[src/rtl/dom_rand_supplier_gf4.sv]
// dom_rand_supplier_gf4: seeded 64-bit LFSR supplying Z/B masking randomness to a DOM GF(4) multiplier
module dom_rand_supplier_gf4 #(
  parameter int SHARES = 2,
  parameter int FIRST_ORDER_OPTIMIZATION = 1,
  parameter int RESEED_INTERVAL = 1024,
  localparam int Z_BITS = 2 * SHARES * (SHARES - 1),
  localparam int B_BITS = (FIRST_ORDER_OPTIMIZATION == 1 && SHARES == 2) ? 4 : 4 * SHARES,
  localparam int RND_BITS = Z_BITS + B_BITS,
  localparam int CNT_W = $clog2(RESEED_INTERVAL + 1)
) (
  input  logic              ClkxCI,
  input  logic              RstxRI,
  input  logic [31:0]       SeedxDI,
  input  logic              SeedValidxSI,
  output logic              SeedReadyxSO,
  input  logic              ReseedxSI,
  output logic              ReseedReqxSO,
  output logic [Z_BITS-1:0] ZxDO,
  output logic [B_BITS-1:0] BxDO,
  output logic              RndValidxSO,
  input  logic              RndReadyxSI
);

  localparam logic [2:0] UNSEEDED  = 3'd0;
  localparam logic [2:0] SEED      = 3'd1;
  localparam logic [2:0] GEN       = 3'd2;
  localparam logic [2:0] RUN       = 3'd3;
  localparam logic [2:0] EXHAUSTED = 3'd4;

  if (RND_BITS > 64 || SHARES < 2 || RESEED_INTERVAL < 1) begin : g_param_check
    $error("dom_rand_supplier_gf4: unsupported parameters (RND_BITS must be <= 64)");
  end

  logic [2:0]          StatexDP, stateNxt;
  logic [63:0]         LfsrxDP, lfsrNxt, stepStatexD;
  logic [CNT_W-1:0]    CntxDP, cntNxt, cntIncxD;
  logic [RND_BITS-1:0] chunkxD, rndNxt;
  logic                fbxD;

  // Unrolled RND_BITS LFSR steps; a zero state is lifted to 1 so it can never lock up
  always_comb begin
    stepStatexD = (LfsrxDP == '0) ? 64'h1 : LfsrxDP;
    chunkxD = '0;
    fbxD = 1'b0;
    for (int k = 0; k < RND_BITS; k++) begin
      fbxD = stepStatexD[63] ^ stepStatexD[62] ^ stepStatexD[60] ^ stepStatexD[59];
      chunkxD[k] = fbxD;
      stepStatexD = {stepStatexD[62:0], fbxD};
    end
  end

  // Seeding, generation and transfer accounting; reseed wins over a simultaneous transfer
  always_comb begin
    stateNxt = StatexDP;
    lfsrNxt = LfsrxDP;
    cntNxt = CntxDP;
    rndNxt = {BxDO, ZxDO};
    cntIncxD = CntxDP + CNT_W'(1);
    case (StatexDP)
      UNSEEDED:
        if (!ReseedxSI && SeedValidxSI && SeedReadyxSO) begin
          lfsrNxt[31:0] = SeedxDI;
          stateNxt = SEED;
        end
      SEED:
        if (ReseedxSI) stateNxt = UNSEEDED;
        else if (SeedValidxSI && SeedReadyxSO) begin
          lfsrNxt[63:32] = SeedxDI;
          stateNxt = GEN;
        end
      GEN: begin
        lfsrNxt = stepStatexD;
        rndNxt = chunkxD;
        cntNxt = '0;
        stateNxt = RUN;
      end
      RUN:
        if (ReseedxSI) begin
          stateNxt = UNSEEDED;
          rndNxt = '0;
          cntNxt = '0;
        end else if (RndValidxSO && RndReadyxSI) begin
          cntNxt = cntIncxD;
          if (cntIncxD < CNT_W'(RESEED_INTERVAL)) begin
            lfsrNxt = stepStatexD;
            rndNxt = chunkxD;
          end else begin
            rndNxt = '0;
            stateNxt = EXHAUSTED;
          end
        end
      default: stateNxt = UNSEEDED;
    endcase
  end

  // State and registered Moore outputs derived from the next state
  always_ff @(posedge ClkxCI or posedge RstxRI) begin
    if (RstxRI) begin
      StatexDP <= UNSEEDED;
      LfsrxDP <= '0;
      CntxDP <= '0;
      ZxDO <= '0;
      BxDO <= '0;
      RndValidxSO <= 1'b0;
      SeedReadyxSO <= 1'b0;
      ReseedReqxSO <= 1'b1;
    end else begin
      StatexDP <= stateNxt;
      LfsrxDP <= lfsrNxt;
      CntxDP <= cntNxt;
      {BxDO, ZxDO} <= rndNxt;
      RndValidxSO <= stateNxt == RUN;
      SeedReadyxSO <= stateNxt == UNSEEDED || stateNxt == SEED;
      ReseedReqxSO <= stateNxt == UNSEEDED || stateNxt == SEED || stateNxt == EXHAUSTED;
    end
  end

endmodule

[config.mk]
export PLATFORM = sky130hd
export DESIGN_NAME = dom_rand_supplier_gf4
export DESIGN_NICKNAME = d
export VERILOG_FILES = /design/src/rtl/dom_rand_supplier_gf4.sv
export SDC_FILE = /design/constraint.sdc
export NUM_CORES = 1
export LEC_CHECK = 0
export CORE_ASPECT_RATIO = 0.6
export CORE_UTILIZATION = 35
export CTS_CLUSTER_DIAMETER = 200
export CTS_CLUSTER_SIZE = 16
export DETAILED_ROUTE_END_ITERATION = 10
export PLACE_DENSITY = 0.57
export SYNTH_ARGS = -nofsm -noshare
export SYNTH_HDL_FRONTEND = slang
export SYNTH_SLANG_ARGS = --single-unit
[constraint.sdc]
create_clock -name ClkxCI -period 3.63 [get_ports ClkxCI]
set_input_delay 0.363 -clock ClkxCI [delete_from_list [all_inputs] [get_ports ClkxCI]]
set_output_delay 0.363 -clock ClkxCI [all_outputs]
set_load 0.005 [all_outputs]
==> run summary <==
Worst skew pair latency -> 0.35 ns
Detail Placement HPWL -> 9623 um
Gpl congestion -> 0.8674
Cell area after layout -> 0.005260 mm^2
Initial antenna violation count -> 0
CTS tree -> done
ANT nets after route -> 0
Layout cell share with drive strength beyond 1 -> 0.06929
Die ar. -> 0.01285 mm^2
Power per Cell Area -> 975.0 mW/mm^2
Max Freq -> 392.9 MHz
Worst path slowest cell -> or4_4
IO Pins -> 48
Max_cap viols -> 0
Vias -> 3869
Post-synth top area share -> 0.5079
Diode count -> 0
Worst flop-to-flop path startpoint -> CntxDP[0]
Final count of hold timing violations -> 0
Worst Skew -> 0.008228 ns
Post-Syn Area -> 0.004335 mm^2
Core box area -> 0.01206 mm^2
Post-DP Area -> 0.004964 mm^2
GRT overflow -> 0
Horiz. Die Dim -> 145.7 um
Utilization after layout -> 0.4361
Setup bufs post-CTS -> 0
Post-synth top area cell -> dfrtp_1
Flop-to-flop setup slack -> 1.08 ns
Initial DRC count -> 337
Worst hold path type -> in2async
Worst Path Arrival -> 2.80 ns
Crit share post-route -> 0.7012
WL final -> 13120 um
R2r endpoint -> LfsrxDP[6]
Core Rows -> 31
Flops & latches, synth -> 89
DRT Pass-1 Iters -> 5
Syn. warnings -> 0
Outcome -> completed
Setup crit start kind -> register
CP max FO -> 21
Leak pwr -> 2.083 nW
Top cell family by delay on the critical path -> simple AND/OR/NAND/NOR gates
Wire length per cell -> 18.77 um
CTS Hold Bufs -> 0
CP cell instances -> ha_1, nand2_1, or4_4, a32oi_4, buf_4, nor2_1, a31oi_1
Post-Synthesis Net Count -> 531
Syn Inst Count -> 493
Vias in the first global route -> 3604
Placed cells -> 683
CTS sink count -> 89
CTS H-tree depth -> 3
Crit-path max cell delay -> 0.56 ns
Layout area overhead -> 21.33%
DP Worst Slack -> 0.9997 ns
Worst path bufs/invs -> 1
Final Non-Filler Cells -> 699
Critical path endpoint category -> register
Fin worst setup slack -> 1.085 ns
Gr usage total -> 0.2194
Worst slew pin tran -> 0.8214 ns
Post-synthesis sequential area ratio -> 0.5140
Cell variety after synth -> 39
Final Critical Period -> 2.545 ns
Top cells by area, synth -> dfrtp_1, nand2_1, a31oi_1, a21oi_1, nor2_1
WS Path Type -> reg2reg
Setup violators final -> 0
Vias per std cell -> 5.535
Reg clk slew, reported paths -> 0.07 ns
Largest net degree at the start of global routing -> 41
CTS Root Cell -> clkbuf_16
Final slew viol count -> 0
DRC viols -> 0
Fillers -> 1191
Longest Clk Path Bufs -> 2
Initial core utilization -> 0.3594
Slew HR -> 0.4512
TritonCTS Buffers -> 9
Global-route wire length before repair -> 21000 um
PortBufs -> 47
CTS resizes -> 0
Mean Syn Cell Area -> 8.794 um^2
RSZ-0062 raised after global routing -> no
Worst Path Required -> 3.89 ns
Final nets -> 567
Die Span Y -> 88.21 um
Worst R2R Path Depth -> 7
Setup TNS -> 0 ns
Worst vdd ir -> 0.3593 mV
-- cell type report --
type                       count  area, um^2  share of cell area
sequential                    89        2228              0.4236
multi-input combinational    366        1952              0.3711
inverter                       4       16.27            0.003092
timing repair buffer          59       560.5              0.1066
tap                          165       206.4             0.03925
clock inverter                 7       71.32             0.01356
clock buffer                   9       225.2             0.04282
-- worst register-to-register path, cell delays in order (launching register included) --
cell and delay, ns:
dfrtp_1 0.46, ha_1 0.22, nand2_1 0.13, or4_4 0.56
a32oi_4 0.52, buf_4 0.35, nor2_1 0.06, a31oi_1 0.16
-- worst max-delay path by stage --
| stage | from | cells past startpoint | slack [ns] | to |
|---|---|---|---|---|
| global placement | ReseedxSI | 7 | 1.06 | LfsrxDP[9] |
| detailed placement | ReseedxSI | 7 | 1.0 | LfsrxDP[3] |
| floorplan | RstxRI | 1 | 0.96 | BxDO[0] |
| CTS | CntxDP[0] | 7 | 1.14 | LfsrxDP[3] |
| global route | CntxDP[0] | 7 | 0.91 | LfsrxDP[2] |
| finish | CntxDP[0] | 7 | 1.08 | LfsrxDP[6] |
-- layer usage --
metal	share of wire	GRT usage
met4	0.0048	0.04019
met3	0.092	0.06907
met1	0.53	0.3510
met2	0.37	0.2806
met5	0	0
-- Yosys cell counts --
library cell / instances
buf_6: 3
nand4_1: 6
a211oi_2: 1
buf_2: 12
and4b_1: 1
xnor2_1: 14
a21oi_1: 33
o21ai_1: 1
clkbuf_1: 19
dfrtp_1: 88
nor3_1: 5
xor2_1: 10
nor2_1: 44
nand2_1: 123
nand3b_1: 1
a21o_1: 1
dfstp_2: 1
a32o_1: 1
o211ai_1: 1
nor2b_1: 3
or4_4: 1
a32oi_4: 1
or2_2: 1
o21a_1: 1
and3b_1: 1
ha_1: 1
a31oi_1: 66
nand3_1: 5
a311oi_1: 1
a22o_1: 1
nor4_1: 17
o31ai_1: 1
o21ai_0: 17
a211o_1: 1
o311ai_0: 1
and2_1: 1
inv_1: 4
nand2b_1: 3
nand4_2: 1
-- flip-flops by register name (all words and copies together), names as in the netlist --
name and cells:
ZxDO 4, SeedReadyxSO 1, RndValidxSO 1, ReseedReqxSO 1, CntxDP 11, StatexDP 3, LfsrxDP 64, BxDO 4
-- stage by stage --
stage               hold WS [ns]  power [W]
global placement          0.4650   0.004128
floorplan                 0.4455   0.003355
detailed placement        0.4816   0.004170
CTS                       0.4151   0.005111
global route              0.4561   0.005503
finish                    0.3956   0.005129
-- logic make-up (layout without fill, tap and decap cells) --
family	count (synthesis)	count (layout)	synth area share
compound gates	128	128	0.1807
xor+xnor	24	24	0.04848
fa+ha+maj	1	1	0.002886
buf+inv	38	79	0.04156
flops	89	89	0.5140
simple gates	213	213	0.2124
-- layout by cell type, fill, tap and decap left out, types with 5 or more instances in the layout --
cell | synthesis | final
buf_4 | 0 | 12
nand3_1 | 5 | 5
xnor2_1 | 14 | 14
dfrtp_1 | 88 | 88
a21oi_1 | 33 | 33
nor2_1 | 44 | 44
a31oi_1 | 66 | 66
nand2_1 | 123 | 123
nand4_1 | 6 | 6
nor3_1 | 5 | 5
clkdlybuf4s50_1 | 0 | 47
xor2_1 | 10 | 10
o21ai_0 | 17 | 17
nor4_1 | 17 | 17
clkbuf_16 | 0 | 9
-- power breakdown --
part,total (W),leakage (nW),switching [W],internal (W)
Clock,0.000927,0.137,0.000395,0.000532
Sequential,0.00198,1.03,0.000538,0.00145
Combinational,0.00222,0.911,0.00133,0.000886
Total,0.00513,2.08,0.00227,0.00286
Note: power is estimated with default switching activity, not from simulation.
